<file path="src/rtl/ifetch_queue.sv">
// Instruction fetch queue: issues word fetches at fetch_pc, tracks in-flight requests and buffers
// returned {instr, pc} pairs in order for decode. A flush squashes queued and in-flight fetches.
module ifetch_queue #(
  parameter int unsigned DEPTH     = 2,
  parameter logic [31:0] NOP_INSTR = 32'h00000013
) (
  input  logic        clk,
  input  logic        reset,
  input  logic [31:0] fetch_pc,
  output logic        pc_advance,
  input  logic        flush,
  output logic        imem_req,
  output logic [31:0] imem_addr,
  input  logic        imem_gnt,
  input  logic        imem_rvalid,
  input  logic [31:0] imem_rdata,
  output logic        if_valid,
  output logic [31:0] if_instr,
  output logic [31:0] if_pc,
  input  logic        id_ready,
  output logic        misalign_err
);

  localparam int unsigned PW = $clog2(DEPTH);
  localparam int unsigned CW = PW + 1;
  localparam logic [CW-1:0] DEPTH_C = CW'(DEPTH);
  localparam logic [CW-1:0] C_ONE   = CW'(1);
  localparam logic [PW-1:0] P_ONE   = PW'(1);

  logic [31:0]   q_instr [DEPTH];
  logic [31:0]   q_pc    [DEPTH];
  logic [31:0]   pc_fifo [DEPTH];
  logic [PW-1:0] q_head, q_tail, pf_head, pf_tail;
  logic [CW-1:0] occ, outst, drop;
  logic          req_ok, accept, resp, keep, pop;

  // Handshakes: a request transfers when imem_req & imem_gnt in the same cycle; a response is
  // one imem_rvalid cycle, in request order; decode takes the head when if_valid & id_ready.
  assign req_ok     = reset && ((occ + outst) < DEPTH_C) && !flush && !misalign_err;
  assign imem_req   = req_ok && (fetch_pc[1:0] == 2'b00);
  assign imem_addr  = fetch_pc;
  assign pc_advance = imem_req && imem_gnt;
  assign accept     = pc_advance;
  assign resp       = imem_rvalid && (outst != '0);
  assign keep       = resp && (drop == '0) && !flush;
  assign if_valid   = (occ != '0);
  assign pop        = if_valid && id_ready;
  assign if_instr   = if_valid ? q_instr[q_head] : NOP_INSTR;
  assign if_pc      = if_valid ? q_pc[q_head] : '0;

  always_ff @(posedge clk or negedge reset) begin
    if (!reset) begin
      q_head       <= '0;
      q_tail       <= '0;
      pf_head      <= '0;
      pf_tail      <= '0;
      occ          <= '0;
      outst        <= '0;
      drop         <= '0;
      misalign_err <= 1'b0;
    end else begin
      if (accept) pf_tail <= pf_tail + P_ONE;
      if (resp)   pf_head <= pf_head + P_ONE;
      outst <= outst + (accept ? C_ONE : '0) - (resp ? C_ONE : '0);
      if (req_ok && (fetch_pc[1:0] != 2'b00)) misalign_err <= 1'b1;
      // No accept can happen while flushing, so only a response reduces what is still owed.
      if (flush) begin
        q_head <= '0;
        q_tail <= '0;
        occ    <= '0;
        drop   <= outst - (resp ? C_ONE : '0);
      end else begin
        if (keep) q_tail <= q_tail + P_ONE;
        if (pop)  q_head <= q_head + P_ONE;
        occ <= occ + (keep ? C_ONE : '0) - (pop ? C_ONE : '0);
        if (resp && (drop != '0)) drop <= drop - C_ONE;
      end
    end
  end

  always_ff @(posedge clk) begin
    if (keep) begin
      q_instr[q_tail] <= imem_rdata;
      q_pc[q_tail]    <= pc_fifo[pf_head];
    end
    if (accept) pc_fifo[pf_tail] <= fetch_pc;
  end

  rvalid_has_outstanding: assert property (
    @(posedge clk) disable iff (!reset) !(imem_rvalid && (outst == '0)));

endmodule

</file>
<file path="config.mk">
export PLATFORM = sky130hd
export DESIGN_NAME = ifetch_queue
export DESIGN_NICKNAME = d
export VERILOG_FILES = /design/src/rtl/ifetch_queue.sv
export SDC_FILE = /design/constraint.sdc
export NUM_CORES = 1
export LEC_CHECK = 0
export CORE_MARGIN = 8
export CORE_UTILIZATION = 50
export CTS_CLUSTER_SIZE = 12
export DETAILED_ROUTE_END_ITERATION = 8
export GPL_TIMING_DRIVEN = 0
export PLACE_DENSITY_LB_ADDON = 0.15
export SLEW_MARGIN = 30
export SYNTH_ARGS = -nofsm -noshare
export SYNTH_HDL_FRONTEND = slang
export SYNTH_SLANG_ARGS = --single-unit
</file>
<file path="constraint.sdc">
create_clock -name clk -period 7.85 [get_ports clk]
set_input_delay 0.785 -clock clk [delete_from_list [all_inputs] [get_ports clk]]
set_output_delay 0.785 -clock clk [all_outputs]
set_load 0.01 [all_outputs]
</file>
# Word level (Yosys, flattened, before mapping)
# Memories as Yosys holds them, arrays and structs flattened.
# Cells that the tools add are included.
[op_classes]
addsub = 11
n_lt_le_gt_ge = 1
muxes = 17
n_reduce_logical = 22
[op_table]
columns = ["operator", "count"]
rows = [
  ["32-bit two-way mux", 2],
  ["2-bit nonzero test", 7],
  ["1-bit two-way mux", 12],
  ["1-bit logical AND", 11],
  ["2-bit two-way mux", 3],
  ["1-bit adder, second input constant", 4],
  ["2-bit by 1-bit adder with 2-bit output", 2],
  ["2-bit zero test", 2],
  ["2-bit by 1-bit subtractor with 2-bit output", 2],
  ["2-bit adder", 1],
  ["1-bit zero test", 2],
  ["2-bit < comparator, second input constant", 1],
  ["2-bit by 1-bit subtractor with 2-bit output, second input constant", 1],
  ["2-bit subtractor", 1],
]
[totals]
register_bits = 11
ram_bits = 192
inputBits = 70
out_inout_bits = 100
wordCells = 62
n_memories = 3
[memory_table]
columns = ["name", "words", "width", "read_ports", "rd_clocked_by_memory_dff", "write_ports", "line_no", "source"]
rows = [
  ["pc_fifo", 2, 32, 1, 0, 1, "32", "logic [31:0] pc_fifo [DEPTH];"],
  ["q_instr", 2, 32, 1, 0, 1, "30", "logic [31:0] q_instr [DEPTH];"],
  ["q_pc", 2, 32, 1, 0, 1, "31", "logic [31:0] q_pc [DEPTH];"],
]

# Longest topological paths before layout
[logic_depth]
depth_word = 10
ltp_mapped = 8
ltp_nobuf = 8

# Worst setup path after synthesis
# OpenSTA, ideal clock, no wires.
[synth_timing]
path_type = "input -> register"
startpoint = "input flush"
endpoint = "memory q_instr[0][0] (enable)"
setup_time_ns = 0.494
arrival_ns = 4.129
t_required_ns = 7.356
slack_ns = 3.227
cell_stages = 3
path_buffers = 1
path_cell_list = "clkbuf_1 -> nor3b_1 -> nor2b_1"
[synth_between]
elab_chain_len = 4
[synth_rtl]
columns = ["item", "line_no", "source"]
rows = [
  ["start, declared", "11", "input logic flush,"],
  ["1-bit zero test", "45", "assign keep = resp && (drop == '0) && !flush;"],
  ["1-bit logical AND", "45", ""],
  ["1-bit two-way mux", "82", "if (keep) begin"],
  ["1-bit two-way mux (not written as such)", "83", "q_instr[q_tail] <= imem_rdata;"],
  ["end, declared", "30", ""],
]
# No other way between the ends.

# Worst setup path after layout
[layout_timing]
startpoint = "input reset"
endpoint = "output pc_advance"
[layout_between]
elab_chain_len = 5
[layout_rtl]
columns = ["item", "line_no", "source"]
rows = [
  ["start, declared", "8", "input logic reset,"],
  ["1-bit logical AND (3 in a row)", "39", "assign req_ok = reset && ((occ + outst) < DEPTH_C) && !flush && !misalign_err;"],
  ["1-bit logical AND", "40", "assign imem_req = req_ok && (fetch_pc[1:0] == 2'b00);"],
  ["1-bit logical AND", "42", "assign pc_advance = imem_req && imem_gnt;"],
  ["end, declared", "10", "output logic pc_advance,"],
]
# No other way between the ends.

==> out/metrics.yaml <==
hold_start: "misalign_err$_DFFE_PN0P_"
slowest_delay_ns: 0.81
globalRouteOverflowTotal: 0
synth_area_leaders: "edfxtp_1 73%, mux2i_1 8.3%, mux2_2 4.7%"
synth-seq-cells: 203
cp_data_required_time_ns: 7.07
grt.total_usage_pct: 15.7
seq_power_share_pct: 40.6
die_height_um: 142
p_int_uw: 2300
hpwlAfterDp_um: 11400
cp_common_cell: "clkdlybuf4s50_1"
pwr-share-clk_pct: 26.6
final_cells: 888
nFillCells: 1105
cp-start-kind: "input pin"
synthDistinctLibCells: 22
globalplace.congestion: 0.746
grt_pass1_wl_um: 24800
postCtsSetupBuffers: 0
reg2reg_depth: 5
wire_per_inst_um: 18.2
multi_input_area_um2: 1570
status: "complete, no violations"
core-area_um2: 15700
dieArea_um2: 20200
synth-seq-area-share_pct: 76.0
n_antenna_cell: 0
drt-pass1-iter-count: 4
tns_ns: 0
finalMaxSlewViolations: 0
tightest_slew_ns: 0.582
rows: 46
leakagePower_uw: 0.00362
async_reset_ff_share_pct: 5.42
syn2layout_area_growth_pct: 34.2
cts.htree.levels: 1
numCtsBuffers: 21
cap_violations: 0
cts_tree: "done"
cts_sinks: 203
drc: 0
final_antenna_net_count: 0
hold_path.class: "flop to flop"
synth_common_cells: "192 x edfxtp_1, 68 x nor2_1, 66 x mux2i_1"
clock_latency_ns: 0.48
syn_inst: 464
dp.cells: 854
initial_utilization_pct: 50.6
antenna_found_initial: 0
ys_warn_count: 0
wirelength_um: 16100
ys.flop_type: "edfxtp_1"
io_pins: 170
synth_most_common_cell: "edfxtp_1"
grt_max_degree: 35
cpMaxStageDelayCell: "clkdlybuf4s50_1"
fin_nets: 736
ctsResizeCount: 0
cts_max_path_buffers: 3
via_count: 4349
via_per_inst: 4.90
portBuffers: 168
max-vdd-ir-drop_uv: 194
min_period_ns: 3.73
drt_iter0_drc: 183
final_layout_size_suffix_gt1_share_pct: 16.4
path_clk_slew_ns: 0.06
synth_area_um2: 7950
min_period_over_period_pct: 47.5
setup_viol: 0
p_sw_share_pct: 28.5
finClkSkew_ns: 0.00607
netlist.area_leader.share_pct: 72.6
fmax_mhz: 268
syn-num-nets: 539
p_per_area_nw_per_um2: 301
cp-end-kind: "output pin"
grt_pass1_vias: 4688
p_switching_uw: 915
worstSetupStartpoint: "reset"
timing.rr.start: "occ[1]$_DFF_PN0_"
synth_edf_count: 192
syn_avg_cell_area_um2: 17.1
synth_area_leader_cell: "edfxtp_1"
critPathKind: "input pin to output pin"
relSlewSlack_pct: 61.1
path_max_fanout: 12
cp.arrival_ns: 2.94
pwr-share-comb_pct: 32.7
holdBufCountCts: 0
regArea_um2: 6040
root_buffer: "clkbuf_16"
rsz0062_at_grt: "false"
die_x_um: 142
holdPathStages: 1
worstPathCellList: "clkdlybuf4s50_1 -> nor2b_1 -> nand4_1 -> inv_1 -> clkdlybuf4s50_1"
hold_viol_final: 0
routing by layer:
layer	wire length, um	track usage (%)	vias to the layer above	part of all wire [%]
met4	201	3.79	0	1.2
met1	6440	18.5	2130	40
met3	1370	4.43	19	8.5
met2	8130	27.8	143	50
li1	-	-	2057	-
met5	0	0	-	0
worst paths after layout:
check                      slack (ns)                  endpoint
max                              4.12                pc_advance
min                              0.54  misalign_err$_DFFE_PN0P_
max reg2reg                      5.55  pc_fifo[0][21]$_DFFE_PP_
min reg2reg                      0.54  misalign_err$_DFFE_PN0P_
max in group asynchronous        6.84        q_head$_DFFE_PN0P_
min in group asynchronous        0.66        q_tail$_DFFE_PN0P_
critical path: cells and delay by family:
family        cells  cell delay (ns)
buf+inv           3             1.56
simple gates      2             0.60
cells by family (layout without fill, tap and decap cells):
kind of cell,after synthesis,after routing,share of synthesized area (%)
AOI/OAI and AO/OA,2,2,0.205
muxes,99,99,13.0
and+or+nand+nor,84,84,4.28
DFF,203,203,76.0
buffers and inverters,60,268,4.50
adders and majority gates,5,5,0.787
xor gates and xnor gates,11,11,1.21
area by class of cell:
cell class	count	share of cell area, %
Multi-Input combinational cell	201	14.8
Timing Repair Buffer	174	17.3
Sequential cell	203	56.7
Buffer	50	3.00
Clock buffer	29	5.21
Inverter	10	0.352
Clock inverter	5	0.235
Tap cell	216	2.53
power by group through the flow:
stage                     Clock [uW]  Sequential (uW)  Combinational [uW]
final                            855             1310                1050
after global routing             922             1310                1140
after CTS                        878             1310                1080
after detailed placement           0             1330                1070
after global placement             0             1330                1040
after floorplan                    0             1320                 562
metrics by stage:
stage	total power, uW	hold slack [ns]	area, um2	setup WS, ns	util [%]
after floorplan	1890	0.468	7950	3.23	-
after global placement	2370	0.482	9900	1.00	63.0
after detailed placement	2400	0.530	10100	4.10	64.2
after CTS	3260	0.546	10700	4.10	67.9
after global routing	3370	0.553	10700	3.98	67.9
final	3210	0.543	10700	4.12	67.9
state kept, by name, indices dropped and copies added (netlist names), 2 cells and up:
signal and count:
outst 2, drop 2, pc_fifo 64, q_pc 64
q_instr 64, occ 2
cells in the final DEF, fill, tap and decap left out, types with 2 or more instances in the layout:
cell             instances
edfxtp_1               192
clkdlybuf4s50_1        168
mux2i_1                 66
nor2_1                  66
mux2_2                  33
buf_4                   32
clkbuf_16               21
clkbuf_1                16
dfrtp_1                 11
buf_2                   10
inv_1                   10
xnor2_1                  9
nand2_1                  6
ha_1                     5
buf_16                   5
clkinv_1                 3
nor2b_1                  2
nor2_4                   2
xor2_1                   2
No activity file was read; power rests on OpenSTA's default activity.
==> edit, RTL diff (same settings) <==
Make the reset (`reset`) synchronous in one clocked block.
--- a/src/rtl/ifetch_queue.sv
+++ b/src/rtl/ifetch_queue.sv
@@ -50,3 +50,3 @@
 
-  always_ff @(posedge clk or negedge reset) begin
+  always_ff @(posedge clk) begin
     if (!reset) begin
Check against the original RTL: differs if reset is asserted again (counterexample within 4 cycles, from zero or initial values and one cycle with reset low); with reset held inactive, the same outputs for 4 cycles.
==> edit against the original RTL <==
Area after synthesis is 0.46% higher. Via count grew 0.14%. Worst hold slack worse by 22 ps. Setup slack improved by 230 ps. Wire length down 1.7%. Synthesized cell count rose by 1.9%. Cell count increased by 0.90%. Sequential cell count up 2. Die area increased by 0.41%. Cell area rose by 0.14%. Critical path type unchanged.
Power is not compared: it rests on default switching activity, and its combinational part moved more than twofold at a synthesized area within 25%.
==> edit: results (changes against the original RTL) <==
# diodes -> 0 (unchanged)
Skew-Pair Late Insertion Delay -> 480 ps (about the same)
Metal1 wirelength -> 6.51 mm (+1.1%)
Htree depth -> 1 (unchanged)
Total Nets Final -> 745 (+1.2%)
CP max stage cell -> clkdlybuf4s50_1
Via Count -> 4,355 (+0.14%)
Cells after synthesis -> 473 (+1.9%)
Hold crit path type -> reg2reg
Crit-path leading delay family -> buffers and inverters
Worst slack at placement -> 4340 ps (+249 ps)
Starting DRC count in detailed routing -> 214 (+17%)
Dpl cell area -> 10,100 um^2 (+0.22%)
Total Wirelength -> 15.9 mm (-1.7%)
Final HPWL DP -> 11.2 mm (-1.7%)
Status -> complete, no violations
Sequential fraction of the synthesis area -> 75.5% (-0.53 points)
Overflow after GRT -> 0 (unchanged)
CTS Buf Count -> 21 (unchanged)
Critical Path Fanout Max -> 7 (-5)
Setup Skew -> 11.8 ps (+5.74 ps)
Top Metal Used -> met4
Initial antenna violation count -> 0 (unchanged)
GRT Util Overall -> 15.7% (-0.036 points)
Synth top area cells -> edfxtp_1, mux2i_1, mux2_2, dfxtp_1, nor2_1
Crit path largest cell delay -> 610 ps (-200 ps)
Critical path arrival -> 2710 ps (-230 ps)
Met1 GRT Util -> 18.6% (+0.076 points)
GR peak layer -> met2
Post-synth cell types -> 25 (+14%)
Met2 Usage GRT -> 28.2% (+0.38 points)
Yosys warns -> 0 (unchanged)
Largest net degree at the start of global routing -> 39 (+11%)
Global-route wire length before repair -> 25.0 mm (+0.84%)
Post-CTS setup buffers -> 0 (unchanged)
Clk slew on worst S/H paths -> 60 ps (about the same)
Post-synth top cells -> edfxtp_1, nor2_1, mux2i_1
Post_cts resized -> 0 (unchanged)
Port Buffers -> 168 (unchanged)
Vias in the first global route -> 4,870 (+3.9%)
Final GP Congestion -> 0.785 (+5.3%)
Met3 routed WL -> 1.20 mm (-12%)
Slew margin rel. -> 49.2% (-12 points)
Clock Tree Root -> clkbuf_16
Fin cells -> 896 (+0.90%)
Post-Syn Nets -> 548 (+1.7%)
NetSw -> 565 uW
Cells after DPL -> 863 (+1.1%)
Async SR Flop Fraction -> 0% (-5.4 points)
Share of cells above drive strength 1 -> 16.3% (-0.046 points)
Metal2 WL -> 7.95 mm (-2.2%)
GR Util met3 -> 3.72% (-0.70 points)
[edit: per-stage QoR]
step           hold WS, ps  total power, uW
4_1_cts                521             2580
3_5_place_dp           503             1730
3_3_place_gp           464             1700
2_1_floorplan          451             1560
6_report               520             2550
5_1_grt                559             2660
[edit: worst paths after layout]
kind	start	end	slack, ps	depth (start not counted)
worst max-delay path	flush	pc_advance	4350	5
worst min-delay path	q_head	register	520	2
worst max register to register	occ[1]	occ[1]	5420	9
worst min register to register	q_head	register	520	2
[edit: logic make-up (layout without fill, tap and decap cells)]
kind of cell / count (synthesis) / count (layout) / share of synthesized area, %
buffers and inverters: 60 / 267 / 4.50
adder cells (fa/ha/maj): 5 / 5 / 0.784
multiplexers: 98 / 98 / 12.8
AO/OA/AOI/OAI: 4 / 4 / 0.392
flip-flops: 205 / 205 / 75.5
XOR/XNOR: 10 / 10 / 1.10
AND/OR/NAND/NOR: 91 / 91 / 4.94
[edit: power by group through the flow]
stage | Combinational, uW | Clock [uW] | Sequential (uW)
2_1_floorplan | 230 | 0 | 1330
5_1_grt | 435 | 911 | 1310
4_1_cts | 404 | 871 | 1300
3_5_place_dp | 401 | 0 | 1330
6_report | 396 | 851 | 1300
3_3_place_gp | 373 | 0 | 1330
[edit: worst reg2reg max path: stages, from the launching register on]
cell and delay (ps):
dfxtp_1 330, nor2_1 600, inv_1 230, and2_1 270, ha_1 280, inv_1 40, ha_1 170, xor2_1 170
xnor2_1 150, nor2_1 60
[edit: area by class of cell]
type                       count  area (um^2)
clock inverter                 3         13.8
multi-input combinational    208         1620
fill                        1116         5090
buffer                        50          322
tap                          216          270
inverter                      10         37.5
timing repair buffer         174         1830
clock buffer                  30          559
sequential                   205         6030
